### src/rtl/wb_pkg.sv
// Shared definitions for the register-file write port: default widths,
// the buffered entry layout, write-source encoding and a register-range helper.
package wb_pkg;

    localparam int DATA_W   = 32;
    localparam int ADDR_W   = 4;
    localparam int NUM_REGS = 15;

    // One retired result waiting for the write port.
    typedef struct packed {
        logic [ADDR_W-1:0] dest;
        logic [DATA_W-1:0] data;
    } wb_entry_t;

    // Which source drives the write port on a given edge.
    typedef enum logic [1:0] {
        SRC_IDLE = 2'd0,
        SRC_DBG  = 2'd1,
        SRC_FIFO = 2'd2,
        SRC_IN   = 2'd3
    } wb_src_e;

    // True when idx names an implemented register.
    function automatic logic is_valid_reg(input int unsigned idx, input int unsigned num_regs);
        return idx < num_regs;
    endfunction

endpackage

### src/rtl/wb_fifo.sv
// Small synchronous FIFO holding retired results. The head is read
// combinationally so the arbiter can forward it on the same edge it pops.
module wb_fifo #(
    parameter int WIDTH = 36,
    parameter int DEPTH = 2,
    localparam int CNT_W = $clog2(DEPTH + 1),
    localparam int PTR_W = (DEPTH > 1) ? $clog2(DEPTH) : 1
) (
    input  logic             clk,
    input  logic             rst,
    input  logic             push_i,
    input  logic             pop_i,
    input  logic [WIDTH-1:0] din_i,
    output logic [WIDTH-1:0] head_o,
    output logic [CNT_W-1:0] count_o,
    output logic             full_o,
    output logic             empty_o
);

    logic [WIDTH-1:0] mem_q [DEPTH];
    logic [PTR_W-1:0] wr_ptr_q, wr_ptr_d;
    logic [PTR_W-1:0] rd_ptr_q, rd_ptr_d;
    logic [CNT_W-1:0] count_q, count_d;
    logic             push_ok;
    logic             pop_ok;

    assign full_o  = (count_q == CNT_W'(DEPTH));
    assign empty_o = (count_q == '0);
    assign count_o = count_q;
    assign head_o  = mem_q[rd_ptr_q];

    // A pop frees a slot on the same edge, so push into a full FIFO is legal when popping.
    assign pop_ok  = pop_i && !empty_o;
    assign push_ok = push_i && (!full_o || pop_ok);

    // Storage: each slot captures the incoming word when the write pointer selects it.
    genvar gi;
    generate
        for (gi = 0; gi < DEPTH; gi++) begin : g_slot
            // Slot write; storage itself needs no reset.
            always_ff @(posedge clk) begin
                if (push_ok && (wr_ptr_q == PTR_W'(gi))) begin
                    mem_q[gi] <= din_i;
                end
            end
        end
    endgenerate

    // Next pointers wrap modulo DEPTH; occupancy tracks push minus pop.
    always_comb begin
        wr_ptr_d = wr_ptr_q;
        rd_ptr_d = rd_ptr_q;
        count_d  = count_q;
        if (push_ok) begin
            wr_ptr_d = (wr_ptr_q == PTR_W'(DEPTH - 1)) ? '0 : wr_ptr_q + 1'b1;
        end
        if (pop_ok) begin
            rd_ptr_d = (rd_ptr_q == PTR_W'(DEPTH - 1)) ? '0 : rd_ptr_q + 1'b1;
        end
        case ({push_ok, pop_ok})
            2'b10:   count_d = count_q + 1'b1;
            2'b01:   count_d = count_q - 1'b1;
            default: count_d = count_q;
        endcase
    end

    // Pointer and occupancy registers; reset empties the FIFO.
    always_ff @(posedge clk or posedge rst) begin
        if (rst) begin
            wr_ptr_q <= '0;
            rd_ptr_q <= '0;
            count_q  <= '0;
        end else begin
            wr_ptr_q <= wr_ptr_d;
            rd_ptr_q <= rd_ptr_d;
            count_q  <= count_d;
        end
    end

endmodule

### src/rtl/wb_write_port.sv
// Register-file write port. Accepts retiring instructions over valid/ready,
// buffers them, and arbitrates the single write port against a debug channel
// with a bounded debug burst. Writes to unimplemented registers are dropped.
// Optional performance counters are built when WB_PERF_CNT_EN is defined.
module wb_write_port #(
    parameter int DATA_W        = wb_pkg::DATA_W,
    parameter int ADDR_W        = wb_pkg::ADDR_W,
    parameter int NUM_REGS      = wb_pkg::NUM_REGS,
    parameter int BUF_DEPTH     = 2,
    parameter int DBG_MAX_BURST = 2
) (
    input  logic                             clk,
    input  logic                             rst,
    input  logic                             in_valid,
    output logic                             in_ready,
    input  logic                             wbEn_in,
    input  logic                             memR_en_in,
    input  logic [ADDR_W-1:0]                Dest_in,
    input  logic [DATA_W-1:0]                ALU_result_in,
    input  logic [DATA_W-1:0]                Mem_read_value_in,
    input  logic                             dbg_req,
    input  logic [ADDR_W-1:0]                dbg_dest,
    input  logic [DATA_W-1:0]                dbg_data,
    output logic                             dbg_ack,
    output logic                             writeBackEn,
    output logic [ADDR_W-1:0]                Dest_wb,
    output logic [DATA_W-1:0]                Result_wb,
    output logic [$clog2(BUF_DEPTH+1)-1:0]   buf_count
`ifdef WB_PERF_CNT_EN
    ,
    output logic [31:0]                      perf_writes,
    output logic [31:0]                      perf_stall
`endif
);

    import wb_pkg::*;

    localparam int CNT_W   = $clog2(BUF_DEPTH + 1);
    localparam int BURST_W = (DBG_MAX_BURST > 0) ? $clog2(DBG_MAX_BURST + 1) : 1;
    localparam int ENTRY_W = ADDR_W + DATA_W;

    typedef struct packed {
        logic [ADDR_W-1:0] dest;
        logic [DATA_W-1:0] data;
    } entry_t;

    entry_t             in_entry;
    entry_t             head_entry;
    logic [ENTRY_W-1:0] head_raw;
    logic               fifo_push;
    logic               fifo_pop;
    logic               fifo_full;
    logic               fifo_empty;
    logic [CNT_W-1:0]   fifo_count;

    logic               accept;
    logic               in_keep;
    logic               dbg_dest_ok;
    logic               dbg_blocked;
    wb_src_e            src_sel;

    logic [BURST_W-1:0] burst_q, burst_d;
    logic               wb_en_q, wb_en_d;
    logic [ADDR_W-1:0]  dest_q, dest_d;
    logic [DATA_W-1:0]  result_q, result_d;
    logic               dbg_ack_q, dbg_ack_d;

    // Ready depends only on the registered occupancy (and reset), never on this cycle's requests.
    assign in_ready = !rst && !fifo_full;
    assign accept   = in_valid && in_ready;

    // Only entries that will actually write an implemented register take a slot.
    assign in_keep     = accept && wbEn_in && is_valid_reg(32'(Dest_in), NUM_REGS);
    assign dbg_dest_ok = is_valid_reg(32'(dbg_dest), NUM_REGS);

    assign in_entry.dest = Dest_in;
    assign in_entry.data = memR_en_in ? Mem_read_value_in : ALU_result_in;

    // Debug yields to buffered work once it has taken DBG_MAX_BURST grants in a row.
    assign dbg_blocked = (burst_q == BURST_W'(DBG_MAX_BURST)) && !fifo_empty;

    wb_fifo #(
        .WIDTH (ENTRY_W),
        .DEPTH (BUF_DEPTH)
    ) u_fifo (
        .clk     (clk),
        .rst     (rst),
        .push_i  (fifo_push),
        .pop_i   (fifo_pop),
        .din_i   (in_entry),
        .head_o  (head_raw),
        .count_o (fifo_count),
        .full_o  (fifo_full),
        .empty_o (fifo_empty)
    );

    assign head_entry = head_raw;

    // Source arbitration: debug, then FIFO head, then flow-through of the new entry.
    always_comb begin
        src_sel = SRC_IDLE;
        if (dbg_req && dbg_dest_ok && !dbg_blocked) begin
            src_sel = SRC_DBG;
        end else if (!fifo_empty) begin
            src_sel = SRC_FIFO;
        end else if (in_keep) begin
            src_sel = SRC_IN;
        end
    end

    // Next write-port contents, FIFO control, debug ack and burst tracking.
    always_comb begin
        wb_en_d   = 1'b0;
        dest_d    = dest_q;
        result_d  = result_q;
        fifo_pop  = 1'b0;
        fifo_push = in_keep && (src_sel != SRC_IN);
        // Out-of-range debug targets are acked without a write so the requester is released.
        dbg_ack_d = dbg_req && (!dbg_dest_ok || (src_sel == SRC_DBG));
        burst_d   = burst_q;

        case (src_sel)
            SRC_DBG: begin
                wb_en_d  = 1'b1;
                dest_d   = dbg_dest;
                result_d = dbg_data;
            end
            SRC_FIFO: begin
                wb_en_d  = 1'b1;
                dest_d   = head_entry.dest;
                result_d = head_entry.data;
                fifo_pop = 1'b1;
            end
            SRC_IN: begin
                wb_en_d  = 1'b1;
                dest_d   = in_entry.dest;
                result_d = in_entry.data;
            end
            default: begin
                wb_en_d = 1'b0;
            end
        endcase

        if (fifo_empty) begin
            burst_d = '0;
        end else if (src_sel == SRC_DBG) begin
            burst_d = burst_q + 1'b1;
        end else if (src_sel == SRC_FIFO) begin
            burst_d = '0;
        end
    end

    // Write-port output registers and burst counter.
    always_ff @(posedge clk or posedge rst) begin
        if (rst) begin
            wb_en_q   <= 1'b0;
            dest_q    <= '0;
            result_q  <= '0;
            dbg_ack_q <= 1'b0;
            burst_q   <= '0;
        end else begin
            wb_en_q   <= wb_en_d;
            dest_q    <= dest_d;
            result_q  <= result_d;
            dbg_ack_q <= dbg_ack_d;
            burst_q   <= burst_d;
        end
    end

    assign writeBackEn = wb_en_q;
    assign Dest_wb     = dest_q;
    assign Result_wb   = result_q;
    assign dbg_ack     = dbg_ack_q;
    assign buf_count   = fifo_count;

`ifdef WB_PERF_CNT_EN
    logic [31:0] perf_writes_q;
    logic [31:0] perf_stall_q;

    // Free-running event counters; they wrap naturally at 2^32.
    always_ff @(posedge clk or posedge rst) begin
        if (rst) begin
            perf_writes_q <= '0;
            perf_stall_q  <= '0;
        end else begin
            if (wb_en_q) begin
                perf_writes_q <= perf_writes_q + 32'd1;
            end
            if (in_valid && !in_ready) begin
                perf_stall_q <= perf_stall_q + 32'd1;
            end
        end
    end

    assign perf_writes = perf_writes_q;
    assign perf_stall  = perf_stall_q;
`endif

endmodule

### config.mk
export PLATFORM = sky130hd
export DESIGN_NAME = wb_write_port
export DESIGN_NICKNAME = d
export VERILOG_FILES = /design/src/rtl/wb_pkg.sv /design/src/rtl/wb_fifo.sv /design/src/rtl/wb_write_port.sv
export SDC_FILE = /design/constraint.sdc
export NUM_CORES = 1
export LEC_CHECK = 0
export ABC_CLOCK_PERIOD_IN_PS = 4590
export CORE_MARGIN = 8
export CORE_UTILIZATION = 30
export DETAILED_ROUTE_END_ITERATION = 16
export DONT_BUFFER_PORTS = 1
export SYNTH_ARGS = -nofsm -noshare
export SYNTH_HDL_FRONTEND = slang
export SYNTH_SLANG_ARGS = --single-unit
### constraint.sdc
create_clock -name clk -period 4.59 [get_ports clk]
set_clock_uncertainty 0.05 [all_clocks]
set_input_delay 1.377 -clock clk [delete_from_list [all_inputs] [get_ports clk]]
set_output_delay 1.377 -clock clk [all_outputs]
set_load 0.01 [all_outputs]
# Word level (Yosys, flattened, before mapping)
# Memory sizes are Yosys's and may differ from the RTL's.
# Cells that the tools add are included.
# classes
magnitude_cmp,2
mux,21
addsub,5
n_eq_ne,8
n_reduce_logical,26
n_bitwise,1
# ops
operator,count
32-bit case mux with 3 select lines,1
36-bit 2-to-1 mux,1
36-bit OR reduction,1
32-bit 2-to-1 mux,1
1-bit logical AND,13
2-bit 2-to-1 mux,6
4-bit case mux with 3 select lines,1
2-bit == test (second input constant),5
1-bit 2-to-1 mux,10
4-bit less-than comparator (second input constant),2
3-bit nonzero test,2
1-bit zero test,5
2-bit by 1-bit adder with 2-bit output (second input constant),2
2-bit by 1-bit == test with 1-bit output (second input constant),2
2-bit case mux with 2 select lines,1
3-bit OR reduction,1
1-bit adder (second input constant),2
2-bit zero test,1
1-bit logical OR,2
2-bit != test (second input constant),1
2-bit nonzero test,1
2-bit by 1-bit subtractor with 2-bit output (second input constant),1
1-bit NOT,1
# totals
reg_bits,44
elab_cells,72
mem_bits_rw,72
memories,1
# mem_list
name,words,word_bits,read_ports,rd_clocked_by_memory_dff,write_ports,line_no,rtl
u_fifo.mem_q,2,36,1,0,1,wb_fifo.sv:20,logic [WIDTH-1:0] mem_q [DEPTH];

# Longest topological paths before layout
# logic_depth
depth_word,19
ltp_mapped,10
mapped_depth_nobuf,8

# By module
# A second synthesis with hierarchy kept.
# hier_totals
cells_unflattened,446
area_unflattened_um2,5621.6
# modules_own_cells
mod,area_per_inst_um2,cells_each,instances,seq_area_each_um2
wb_fifo,2821.5,137,1,2262.2
wb_write_port,2800.2,309,1,1001.0

# Least setup slack after synthesis
# OpenSTA, ideal clock, no wires.
# synth_path
path_kind,input -> register
start,in dbg_dest[0]
end,"mem u_fifo.mem_q[0][0], enable pin"
setup_ps,429
stages,5
arrival_ps,3667
path_slack_ps,443
path_cell_list,and4_1 -> o21ai_0 -> buf_2 -> nand2_1 -> nor2_1
# synth_via
elab_chain_len,14
word_cells_on_any_way,20
classes_between,order compare (1); eq/ne (2); mux (8); reduce/logical (9)
# synth_lines
item,line_no,rtl
start: declaration,wb_write_port.sv:22,"input logic [ADDR_W-1:0] dbg_dest,"
4-bit less-than comparator (*),wb_pkg.sv:25,return idx < num_regs;
1-bit logical AND (*) (2 in series),wb_write_port.sv:102,if (dbg_req && dbg_dest_ok && !dbg_blocked) begin
2-bit 2-to-1 mux (*),wb_write_port.sv:102,
2-bit == test,wb_write_port.sv:122,case (src_sel)
1-bit 2-to-1 mux,wb_write_port.sv:122,
1-bit logical AND,wb_fifo.sv:33,assign pop_ok = pop_i && !empty_o;
1-bit logical OR,wb_fifo.sv:34,assign push_ok = push_i && (!full_o || pop_ok);
1-bit logical AND (*),wb_fifo.sv:34,
1-bit logical AND,wb_fifo.sv:42,if (push_ok && (wr_ptr_q == PTR_W'(gi))) begin
1-bit 2-to-1 mux,wb_fifo.sv:42,
1-bit 2-to-1 mux (not written as such),wb_fifo.sv:43,mem_q[gi] <= din_i;
36-bit OR reduction (no source line),--,
1-bit 2-to-1 mux (no source line),--,
end: declaration,wb_fifo.sv:20,
# Every way passes the cells marked *; elsewhere a longest branch is shown, timed or not.

# Final worst setup path
# layout_path
start,in dbg_dest[0]
end,"mem u_fifo.mem_q[0][8], enable pin"
# The elaborated chain is that of the path after synthesis.

==> metrics.csv <==
stage,metric,value,unit
sta,Setup Total Neg Slack,0,ps
cells_and_area,multi-input logic area,1920,µm²
route,vias per inst,5.33,
route,post-route ant nets,0,
clock_tree,CTS buffer count,17,
min_path,Hold Crit Class,flop to flop,
pwr,leakage power,0.00217,µW
place,Area after DPL,5550,µm²
logic_synthesis,"Top FF cell, synth",edfxtp_1,
setup_path,Setup CP Type,primary input to flop,
logic_synthesis,Seq cells post-synth,116,
route,DR iter-0 viols,196,
pwr,Pwr Density,618,nW/µm²
logic_synthesis,Post-Syn Area,5330,µm²
clock_tree,CTS resizes,0,
sta,fin. max-slew vios,0,
setup_path,Critical Path Source Type,primary input,
cells_and_area,filler cell count in the final layout,1662,
route,wire length on met2,6990,µm
cells_and_area,"most common cell after layout, fill and taps aside",edfxtp_1,
sta,Max Freq,298,MHz
place,Port Buffers,0,
place,dpl hpwl,10200,µm
clock_tree,setup bufs post-CTS,0,
cells_and_area,Syn-to-layout area delta,14.6,%
route,met3 wire length,1360,µm
floorplanning,Die W,149,µm
setup_path,Required @ worst endpoint,4640,ps
place,final RePlAce weighted congestion,0.715,
setup_path,worst-path fanout max,23,
route,uppermost layer routed,met4,
clock_tree,Sink Count,116,
cells_and_area,Sequential cell area,3260,µm²
global_route,"Remaining Overflow, GRT",0,
global_route,GRT Resource Usage Total,13.2,%
setup_path,CP top delay family,simple AND/OR/NAND/NOR gates,
route,first drt pass iteration count,4,
sta,Final setup viols,0,
logic_synthesis,synthesized area per cell,12.7,µm²
floorplanning,core outline area,17400,µm²
route,WL final,14500,µm
global_route,vias in the first global route,3677,
route,wl on met1,5990,µm
floorplanning,Chip Height,149,µm
route,routed vias,3456,
clock_tree,insertion delay to the later sink of the worst-skew pair,410,ps
route,DR WL/cell,22.3,µm
sta,post-layout min period,3350,ps
logic_synthesis,net count after synthesis,530,
cells_and_area,Ant. Diodes,0,
setup_path,"Max stage delay cell, worst path",nor2_4,
global_route,global-route wire length before repair,22000,µm
setup_path,Worst Path Buf+Inv,1,
logic_synthesis,Post-Syn Instances,418,
floorplanning,IO Pins,151,
logic_synthesis,register area share after synthesis,61.2,%
cells_and_area,layout net count,523,
sta,RSZ-0062 raised after global routing,false,
job,Max Cap Violations,0,
floorplanning,die area,22300,µm²
clock_tree,CTS H-tree lvls,4,
setup_path,CP Capture Type,flop,
clock_tree,"Hold-fix buffers, CTS",0,
logic_synthesis,Post-synth ARST share,37.9,%
logic_synthesis,Yosys cell types,36,
cells_and_area,fin area,6110,µm²
run_status,status,completed,
clock_tree,CTS root buf,clkbuf_16,
logic_synthesis,number of flops mapped to enable cells by yosys,72,
clock_tree,TritonCTS clock tree,yes,
floorplanning,Rows,48,
cells_and_area,"commonest non-fill, non-tap cells in the layout","edfxtp_1 (72), mux2_2 (55), dfrtp_1 (43), o21ai_0 (36), nand2_1 (30)",
sta,Slew @ Worst Pin,1170,ps
sta,Fin Hold WS,408,ps
global_route,largest net degree at the start of global routing,45,
clock_tree,clk buf depth,2,
cells_and_area,share of layout cells above drive strength 1,22.2,%
sta,Slew HR,22.0,%
global_route,initial antenna violation count,0,
sta,period utilization,73.0,%
setup_path,CP Cell Sequence,and4_1 > o21ai_4 > nand2_1 > nor2_4 > buf_4,
setup_path,Worst Path Arrival,3400,ps
setup_path,max incr delay on CP,590,ps
logic_synthesis,Syn. warnings,0,
pwr,Worst VDD drop,0.266,mV
clock_tree,clock transition at the registers of the reported paths,50,ps
sta,final hold viol count,0,
route,DRC,0,
floorplanning,Starting Density,30.7,%
## cell usage after synthesis (3+ instances only)
cell	n	area share (%)
edfxtp_1	72	41
mux2_2	55	12
dfrtp_1	44	21
o21ai_0	37	3.5
nand2_1	30	2.1
a31oi_1	23	2.7
nor3_1	22	2.1
buf_2	17	1.6
mux2i_1	14	2.6
inv_1	13	0.92
clkbuf_1	11	0.78
o21ai_1	10	0.94
a21oi_1	8	0.75
a22o_1	8	1.3
o2bb2ai_1	8	1.3
nor2_1	7	0.49
a21o_1	5	0.70
a32o_1	5	0.94
o21bai_1	5	0.70
xnor2_1	3	0.49
## metal layers
layer / GRT usage, % / up-vias
li1: - / 1573
met1: 15.3 / 1714
met2: 21.4 / 156
met3: 6.22 / 13
met4: 4.09 / 0
met5: 0 / -
## flip-flops by register name, indices dropped and copies added (netlist names)
name and cells:
Dest_wb 4, Result_wb 32, burst_q 2, dbg_ack 1, u_fifo.count_o 2, u_fifo.mem_q 72
u_fifo.rd_ptr_q 1, u_fifo.wr_ptr_q 1, writeBackEn 1
## report_power, final
group	internal [µW]	total [µW]	leakage, µW	switching, µW
Combinational	368	831	0.000735	463
Sequential	1360	1700	0.00116	338
Clock	817	1250	0.000275	429
Total	2540	3770	0.00217	1230
## worst paths after layout
check,start,endpoint,slack (ps),cells after the start
setup / recovery,dbg_dest[0],u_fifo.mem_q[0][8],1240,5
hold / removal,burst_q[0],burst_q[0],410,1
setup reg to reg,u_fifo.count_o[0],Result_wb[7],1650,5
hold reg to reg,burst_q[0],burst_q[0],410,1
max in group asynchronous,rst,u_fifo.rd_ptr_q,2710,1
min in group asynchronous,rst,Result_wb[9],1050,1
## layout make-up
cell class              instances  area share [%]
well taps                     225            4.61
clock buffers                  24            7.73
clock inverters                 7            1.37
multi-input cells             258            31.4
repair buffers                  5           0.615
inverters                      13           0.799
flip-flops and latches        116            53.5
## stage by stage
step                      std cells  setup slack, ps  util [%]  total power (µW)
after detailed placement        617              769      32.0              2570
after floorplan                 418              443         -              2280
after global placement          617              899      32.0              2530
final                           648             1240      35.2              3770
after CTS                       648             1210      35.2              3820
after global routing            648             1100      35.2              3980
## logic make-up after synthesis
family          Yosys count  share of synthesized area [%]
xor+xnor                  5                          0.822
buf+inv                  44                           3.66
flops                   116                           61.2
mux                      69                           14.3
fa+ha+maj                 2                          0.470
simple gates             70                           6.20
compound gates          112                           13.3
(Power assumes the default switching activity.)
